[config.mk]
export PLATFORM = sky130hd
export DESIGN_NAME = perspective_params_sequencer
export DESIGN_NICKNAME = d
export VERILOG_FILES = /design/src/rtl/perspective_pkg.sv /design/src/rtl/param_double_buffer.sv /design/src/rtl/perspective_params_sequencer.sv
export SDC_FILE = /design/constraint.sdc
export NUM_CORES = 1
export LEC_CHECK = 0
export CORE_AREA = 2 2 302 304
export CTS_CLUSTER_SIZE = 14
export DETAILED_ROUTE_END_ITERATION = 6
export DIE_AREA = 0 0 304 306
export GPL_ROUTABILITY_DRIVEN = 0
export PLACE_DENSITY = 0.64
export SLEW_MARGIN = 5
export SYNTH_ARGS = -nofsm -noshare
export SYNTH_HDL_FRONTEND = slang
export SYNTH_SLANG_ARGS = --single-unit
[constraint.sdc]
create_clock -name clock -period 1.9 [get_ports clock]
set_input_delay 0.38 -clock clock [delete_from_list [all_inputs] [get_ports clock]]
set_output_delay 0.38 -clock clock [all_outputs]
set_load 0.02 [all_outputs]
[src/rtl/perspective_pkg.sv]
// Shared widths, coefficient packing and FSM encoding for the keystone
// perspective-parameter sequencer.
package perspective_pkg;

  localparam int X_W     = 10;
  localparam int Y_W     = 9;
  localparam int CORNERS = 4;
  localparam int CX_W    = X_W * CORNERS;
  localparam int CY_W    = Y_W * CORNERS;

  localparam int P1_W = 36;
  localparam int P2_W = 36;
  localparam int P3_W = 44;
  localparam int P4_W = 35;
  localparam int P5_W = 35;
  localparam int P6_W = 43;
  localparam int P7_W = 24;
  localparam int P8_W = 24;
  localparam int P9_W = 33;

  // Coefficients are packed LSB-first, p1 at bit 0.
  localparam int P1_OFF = 0;
  localparam int P2_OFF = P1_OFF + P1_W;
  localparam int P3_OFF = P2_OFF + P2_W;
  localparam int P4_OFF = P3_OFF + P3_W;
  localparam int P5_OFF = P4_OFF + P4_W;
  localparam int P6_OFF = P5_OFF + P5_W;
  localparam int P7_OFF = P6_OFF + P6_W;
  localparam int P8_OFF = P7_OFF + P7_W;
  localparam int P9_OFF = P8_OFF + P8_W;
  localparam int PARAMS_W = P9_OFF + P9_W;

  typedef enum logic [1:0] {
    ST_IDLE    = 2'd0,
    ST_LOAD    = 2'd1,
    ST_WAIT    = 2'd2,
    ST_CAPTURE = 2'd3
  } seq_state_t;

  // A zero projective denominator means the quad collapsed to a line or point.
  function automatic logic p9_is_zero(input logic [PARAMS_W-1:0] p);
    return p[P9_OFF +: P9_W] == '0;
  endfunction

endpackage

[src/rtl/param_double_buffer.sv]
// Shadow/active coefficient banks: capture writes the shadow, a frame boundary
// publishes it to the active bank.
module param_double_buffer
  import perspective_pkg::*;
(
  input  logic                clock,
  input  logic                reset,
  input  logic                wr_en,
  input  logic [PARAMS_W-1:0] wr_data,
  input  logic                swap_req,
  output logic [PARAMS_W-1:0] params,
  output logic                params_valid
);

  logic [PARAMS_W-1:0] shadow;
  logic                pending;

  // A write in the same cycle as a frame boundary wins; the fresh set waits
  // for the next boundary rather than tearing the current frame.
  always_ff @(posedge clock) begin
    if (reset) begin
      shadow       <= '0;
      params       <= '0;
      params_valid <= 1'b0;
      pending      <= 1'b0;
    end else if (wr_en) begin
      shadow  <= wr_data;
      pending <= 1'b1;
    end else if (swap_req && pending) begin
      params       <= shadow;
      params_valid <= 1'b1;
      pending      <= 1'b0;
    end
  end

endmodule

[src/rtl/perspective_params_sequencer.sv]
// Drives the perspective_params datapath with a corner quad, waits out its
// latency and hands non-degenerate coefficient sets to the double buffer.
//
// state   | meaning
// --------+------------------------------------------------------------
// IDLE    | no computation; accepts a live strobe or a held request
// LOAD    | present held corner copy on dp_x/dp_y, arm latency counter
// WAIT    | datapath inputs frozen, counter runs down to zero
// CAPTURE | sample dp_params; publish to shadow or flag degenerate
module perspective_params_sequencer
  import perspective_pkg::*;
#(
  parameter int LATENCY = 4,
  parameter int CNT_W   = 4
) (
  input  logic                clock,
  input  logic                reset,
  input  logic                corners_valid,
  input  logic [CX_W-1:0]     corner_x,
  input  logic [CY_W-1:0]     corner_y,
  input  logic                frame_start,
  output logic [CX_W-1:0]     dp_x,
  output logic [CY_W-1:0]     dp_y,
  input  logic [PARAMS_W-1:0] dp_params,
  output logic [PARAMS_W-1:0] params,
  output logic                params_valid,
  output logic                busy,
  output logic                degenerate
);

  seq_state_t       state;
  seq_state_t       state_nx;
  logic [CNT_W-1:0] cnt;
  logic [CX_W-1:0]  hold_x;
  logic [CY_W-1:0]  hold_y;
  logic             req_held;
  logic             capture_ok;

  always_ff @(posedge clock) begin
    if (reset) state <= ST_IDLE;
    else       state <= state_nx;
  end

  always_comb begin
    state_nx = state;
    unique case (state)
      ST_IDLE:    if (corners_valid || req_held) state_nx = ST_LOAD;
      ST_LOAD:    state_nx = ST_WAIT;
      ST_WAIT:    if (cnt == '0) state_nx = ST_CAPTURE;
      ST_CAPTURE: state_nx = ST_IDLE;
      default:    state_nx = ST_IDLE;
    endcase
  end

  // The hold register doubles as the launch register: in IDLE a live strobe
  // lands here and LOAD copies it out, so both paths share one route to dp_x.
  always_ff @(posedge clock) begin
    if (reset) begin
      hold_x     <= '0;
      hold_y     <= '0;
      req_held   <= 1'b0;
      dp_x       <= '0;
      dp_y       <= '0;
      cnt        <= '0;
      degenerate <= 1'b0;
    end else begin
      if (state == ST_IDLE) begin
        if (corners_valid) begin
          hold_x <= corner_x;
          hold_y <= corner_y;
        end
        req_held <= 1'b0;
      end else if (corners_valid) begin
        hold_x   <= corner_x;
        hold_y   <= corner_y;
        req_held <= 1'b1;
      end

      if (state == ST_LOAD) begin
        dp_x <= hold_x;
        dp_y <= hold_y;
        cnt  <= CNT_W'(LATENCY - 1);
      end

      if (state == ST_WAIT && cnt != '0) cnt <= cnt - CNT_W'(1);

      degenerate <= (state == ST_CAPTURE) && p9_is_zero(dp_params);
    end
  end

  assign capture_ok = (state == ST_CAPTURE) && !p9_is_zero(dp_params);
  assign busy       = (state != ST_IDLE);

  param_double_buffer u_bank (
    .clock        (clock),
    .reset        (reset),
    .wr_en        (capture_ok),
    .wr_data      (dp_params),
    .swap_req     (frame_start),
    .params       (params),
    .params_valid (params_valid)
  );

endmodule

==> flow_metrics.py, run 1 <==
metrics = {
    "die": {
        "die_x_um": 304,
        "design.die.area_mm2": 0.0930,
        "initial_core_util": 0.354,
        "fp-row-count": 110,
        "die_y_um": 306,
        "design.portCount": 779,
        "core_mm2": 0.0896,
    },
    "global_route": {
        "grt_max_degree": 106,
        "grtUsageTotal": 0.186,
        "grt_overflow": 0,
        "met1_usage": 0.224,
        "antenna_found_initial": 16,
        "grt_util_met2": 0.320,
        "met3_usage": 0.0509,
        "grt_pass1_wl_um": 136000,
        "grt_busiest_layer": "met2",
        "grt_pass1_vias": 22500,
    },
    "setup_path": {
        "r2r_cells": 7,
        "path_max_fanout": 8,
        "arrival_ns": 2.42,
        "slowest_stage": "clkdlybuf4s50_1",
        "cp_num_buf_inv": 5,
        "path_depth": 9,
        "critical-path-top-delay-family": "buffers and inverters",
        "critical_path.cell_chain": "clkdlybuf4s50_1 > buf_4 > nor4_2 > and4_4 > a31o_4 > buf_12 > buf_8 > bufbuf_16 > mux2i_1",
        "critPathCaptureType": "flop",
        "cp.required_ns": 2.47,
        "start_kind": "input pin",
        "max_stage_delay_ns": 0.48,
        "crit_type": "in -> reg",
    },
    "route": {
        "vias": 22400,
        "vias_per_cell": 4.49,
        "drtPass1Iterations": 5,
        "drt_iter0_markers": 918,
        "wl_per_cell_um": 18.3,
        "ant_nets": 0,
        "drc": 0,
        "totalWireLength_um": 91700,
    },
    "sta": {
        "setup_violations": 0,
        "finalClockSkew_ns": 0.0144,
        "hold_viol": 0,
        "fin_crit_ns": 1.85,
        "slew_violations": 0,
        "grt_setup_unrepaired": "no",
        "fin_ws_ns": 0.0472,
        "tightest_slew_ns": 0.465,
        "min_period_over_period": 0.975,
        "hold_ws_ns": 0.104,
        "clock.fmax_ghz": 0.540,
        "slew_headroom": 0.690,
        "tns_ns": 0,
    },
    "cells_and_area": {
        "final_cell_mix": "nand2b_1, dfxtp_1, mux2i_1",
        "area_growth_pct": 40.0,
        "mostFrequentLayoutCell": "nand2b_1",
        "final_nets": 4142,
        "drive_gt1_frac": 0.0884,
        "fin_util": 0.495,
        "final_cells": 5000,
    },
    "placement": {
        "port_buffers": 778,
        "place_inst": 4808,
        "dp_slack_ns": -1.14,
        "hpwlAfterDp_um": 64600,
    },
    "yosys": {
        "synth.distinct_cells": 38,
        "synth_fp_nets": 3308,
        "synth_ff_type": "dfxtp_1",
        "netlist_area_mm2": 0.0317,
        "async_flop_share": 0,
        "synth-seq-area-share": 0.494,
        "netlist_instances": 2913,
        "yosysWarnings": 0,
        "avgSynthCellArea_um2": 10.9,
        "synth-seq-cells": 782,
        "synth_edf_count": 0,
    },
    "run_status": {
        "status": "finished, final reports clean",
    },
    "power_and_ir_drop": {
        "p_leak_uw": 0.0179,
        "vdd_drop_max_uv": 634,
        "p_per_area_mw_per_mm2": 917,
    },
    "clock_tree": {
        "cts_sinks": 782,
        "clk_pin_slew_worst_paths_ns": 0.06,
        "cts_buffers": 88,
        "clk-insertion-delay-late_ns": 0.64,
        "cts_tree": "done",
        "clockBufferDepth": 3,
        "root_buffer": "clkbuf_16",
        "htreeDepth": 3,
    },
    "min_path": {
        "hold_depth": 3,
        "worstHoldPathType": "in -> reg",
    },
    "run": {
        "maxCapViolCount": 0,
    },
}
-- per-stage QoR --
step                total power [uW]  cell area (um^2)
floorplan                      21500             31700
global placement               23500             41200
detailed placement             23600             41200
CTS                            41000             43900
global route                   42400             44400
finish                         40700             44400
-- worst min-delay path: stages --
cell and delay (ns):
dlymetal6s2s_1 0.16, nand2b_1 0.09, mux2i_1 0.06
-- registers in the layout (all words and copies together), names as in the netlist, 2 cells and up --
signal         flops
u_bank.shadow    310
hold_x            40
dp_x              40
hold_y            36
dp_y              36
u_bank.params    310
state              2
cnt                4
-- timing repair --
item | CTS | global route
pin swaps | 4 | 13
endpoints found under the setup margin | 1003 | 545
gates resized for setup | 422 | 46
buffers inserted | 8 | 1
hold buffers | 0 | 0
gates cloned | 3 | 13
-- layout make-up --
| cell class | count | area, um^2 |
|---|---|---|
| Antenna cell | 11 | 27.5 |
| Tap cell | 1176 | 1470 |
| Clock inverter | 25 | 388 |
| Fill cell | 8367 | 45200 |
| Clock buffer | 131 | 2530 |
| Sequential cell | 782 | 15700 |
| Timing Repair Buffer | 954 | 9600 |
| Multi-Input combinational cell | 1914 | 14700 |
| Inverter | 7 | 26.3 |
-- metal layers --
layer	vias to the layer above	wire length, um
met3	134	5430
li1	11300	-
met2	493	44600
met1	10500	39100
met5	-	62
met4	10	2520
-- worst paths after layout --
kind,start,endpoint,slack [ns]
worst max-delay path,dp_params[300],u_bank.params[59]$_SDFFE_PP0P_,0.05
worst min-delay path,dp_params[283],u_bank.shadow[283]$_SDFFE_PP0P_,0.10
worst max register to register,state[0]$_SDFFE_PP0P_,u_bank.params[59]$_SDFFE_PP0P_,0.12
worst min register to register,u_bank.params_valid$_SDFFE_PP0P_,u_bank.params_valid$_SDFFE_PP0P_,0.45
-- Yosys cell counts, types with 7 or more instances --
cell type	number	area, um^2
buf_12	31	621
buf_2	13	65.1
buf_4	9	67.6
buf_6	23	259
clkbuf_1	133	499
dfxtp_1	782	15700
inv_1	7	26.3
mux2i_1	766	7670
nand2b_1	922	5770
nand3b_1	7	52.6
nor2_1	158	593
nor4_1	12	75.1
o21ai_0	7	35.0
-- cell families (layout without fill, tap and decap cells) --
family,Yosys count,count (layout),share of synthesized area
buffers and inverters,217,1117,0.0490
adder cells (fa/ha/maj),5,5,0.00197
multiplexers,766,766,0.242
AO/OA/AOI/OAI,20,20,0.00406
flip-flops,782,782,0.494
AND/OR/NAND/NOR,1123,1123,0.209
other,0,11,0
-- power by group --
part,internal (uW),switching (uW),leakage (uW)
registers,17200,278,0.00632
clock network,10300,6930,0.00141
logic,3190,2790,0.0102
total,30700,10000,0.0179
Note: power is estimated with default switching activity, not from simulation.
==> run 2, diff against run 1 <==
Settings changed: GPL_ROUTABILITY_DRIVEN 0 to 1, SLEW_MARGIN 5 to not set.
==> results of run 2 <==
Same layout as run 1: the final DEF is identical, and so are final timing and power.
==> run 3, diff against run 2 <==
Settings changed: MAX_ROUTING_LAYER set to met4, SLEW_MARGIN set to 10.
==> flow_metrics.py, run 3 (synthesized netlist as in run 1, its figures left out) <==
metrics = {
    "power_and_ir_drop": {
        "p_leak_uw": 0.0180,
        "p_per_area_mw_per_mm2": 915,
        "finalPower_uw": 40900,
        "vdd_drop_max_uv": 635,
    },
    "route": {
        "drc": 0,
        "drtPass1Iterations": 4,
        "vias_per_cell": 4.48,
        "vias": 22500,
        "drt_iter0_markers": 960,
        "wl_per_cell_um": 18.3,
        "totalWireLength_um": 92000,
        "ant_nets": 0,
    },
    "clock_tree": {
        "clk-insertion-delay-late_ns": 0.64,
        "clockBufferDepth": 3,
        "root_buffer": "clkbuf_16",
        "clk_pin_slew_worst_paths_ns": 0.06,
        "cts_buffers": 88,
        "cts_sinks": 782,
        "cts_tree": "done",
        "htreeDepth": 3,
    },
    "sta": {
        "hold_viol": 0,
        "hold_ws_ns": 0.103,
        "clock.fmax_ghz": 0.542,
        "fin_crit_ns": 1.84,
        "slew_headroom": 0.696,
        "finalClockSkew_ns": 0.0142,
        "setup_violations": 0,
        "min_period_over_period": 0.970,
        "tightest_slew_ns": 0.457,
        "slew_violations": 0,
    },
    "cells_and_area": {
        "final_cells": 5019,
        "drive_gt1_frac": 0.0915,
        "area_growth_pct": 40.8,
        "final_cell_mix": "nand2b_1, dfxtp_1, mux2i_1",
        "reg_top3": "u_bank.params x310, u_bank.shadow x310",
        "final_nets": 4154,
        "mostFrequentLayoutCell": "nand2b_1",
    },
    "setup_path": {
        "crit_type": "in -> reg",
        "arrival_ns": 2.40,
        "max_stage_delay_ns": 0.48,
        "path_max_fanout": 9,
        "start_kind": "input pin",
        "worst_path_most_repeated_cell": "clkbuf_16",
        "critical-path-top-delay-family": "buffers and inverters",
        "cp.required_ns": 2.46,
        "rrSetupSlack_ns": 0.12,
        "critPathCaptureType": "flop",
        "slowest_stage": "clkdlybuf4s50_1",
        "critical_path.cell_chain": "clkdlybuf4s50_1 > nor4_2 > nand3_2 > o31a_4 > buf_6 > clkbuf_16 > clkbuf_16 > o21ai_0",
        "cp_num_buf_inv": 4,
    },
    "die": {
        "design.portCount": 779,
        "die_x_um": 304,
        "initial_core_util": 0.354,
        "die_y_um": 306,
        "core_mm2": 0.0896,
        "design.die.area_mm2": 0.0930,
        "fp-row-count": 110,
    },
    "global_route": {
        "grt_max_degree": 106,
        "grt_pass1_wl_um": 136000,
        "grt_overflow": 0,
        "grtUsageTotal": 0.192,
        "antenna_found_initial": 19,
        "grt_pass1_vias": 22500,
    },
    "placement": {
        "gp_congestion": 0.805,
        "hpwlAfterDp_um": 64600,
        "port_buffers": 778,
        "place_inst": 4808,
    },
    "min_path": {
        "worstHoldPathType": "in -> reg",
    },
    "run": {
        "maxCapViolCount": 0,
    },
    "run_status": {
        "status": "finished, final reports clean",
    },
}
[run 3: cell types whose count changed in the layout (fill, tap and decap cells not counted), sizes merged]
cell           previous run  this run
clkbuf                  142       145
dlymetal6s2s             11        13
dlygate4sd2             393       392
diode                    11        18
buf                     167       176
clkdlybuf4s15             3         4
clkdlybuf4s50           367       365
[run 3: tightest hold or removal path, delay by kind of cell]
kind	cells	cell delay [ns]
buf+inv	1	0.16
mux	1	0.06
simple gates	1	0.09
[run 3: per-stage QoR]
| step | cell area, um^2 | setup WS, ns | utilization | setup TNS (ns) |
|---|---|---|---|---|
| floorplan | 31700 | 0.181 | - | 0 |
| detailed placement | 41200 | -1.14 | 0.460 | -557.49 |
| finish | 44700 | 0.0565 | 0.498 | 0 |
| global route | 44600 | -0.0181 | 0.498 | -0.208 |
| global placement | 41200 | -1.12 | 0.460 | -533.88 |
| CTS | 43900 | 0.00490 | 0.490 | 0 |
[run 3: final timing paths]
path                                            to  depth (start not counted)                        startpoint
setup / recovery   u_bank.shadow[305]$_SDFFE_PP0P_                          8                    dp_params[300]
setup reg to reg    u_bank.params[59]$_SDFFE_PP0P_                          7             state[0]$_SDFFE_PP0P_
hold reg to reg   u_bank.params_valid$_SDFFE_PP0P_                          2  u_bank.params_valid$_SDFFE_PP0P_
hold / removal     u_bank.shadow[283]$_SDFFE_PP0P_                          3                    dp_params[283]
[run 3: what timing repair did]
action,4_1_cts,5_1_grt
pin swaps,4,16
cloned,3,17
endpoints found under the setup margin,1003,546
hold buffers,0,0
setup buffers,8,9
gates resized for setup,422,58
[run 3: report_power, final]
part	total [uW]	leakage, uW	internal [uW]	switching (uW)
sequential	17500	0.00632	17200	278
combinational	6130	0.0103	3300	2820
clock	17300	0.00141	10300	6950
[run 3: final cells by class]
class	instances	area, um^2
fill	8346	44900
sequential	782	15700
multi-input combinational	1914	14700
timing repair buffer	966	9830
clock buffer	131	2530
tap	1176	1470
clock inverter	25	388
antenna	18	45.0
inverter	7	26.3
[run 3: routing by layer]
layer,track usage,vias up,part of all wire
li1,-,11300,-
met1,0.225,10500,0.43
met2,0.320,499,0.49
met3,0.0493,133,0.055
met4,0.0638,0,0.027
met5,-,-,0
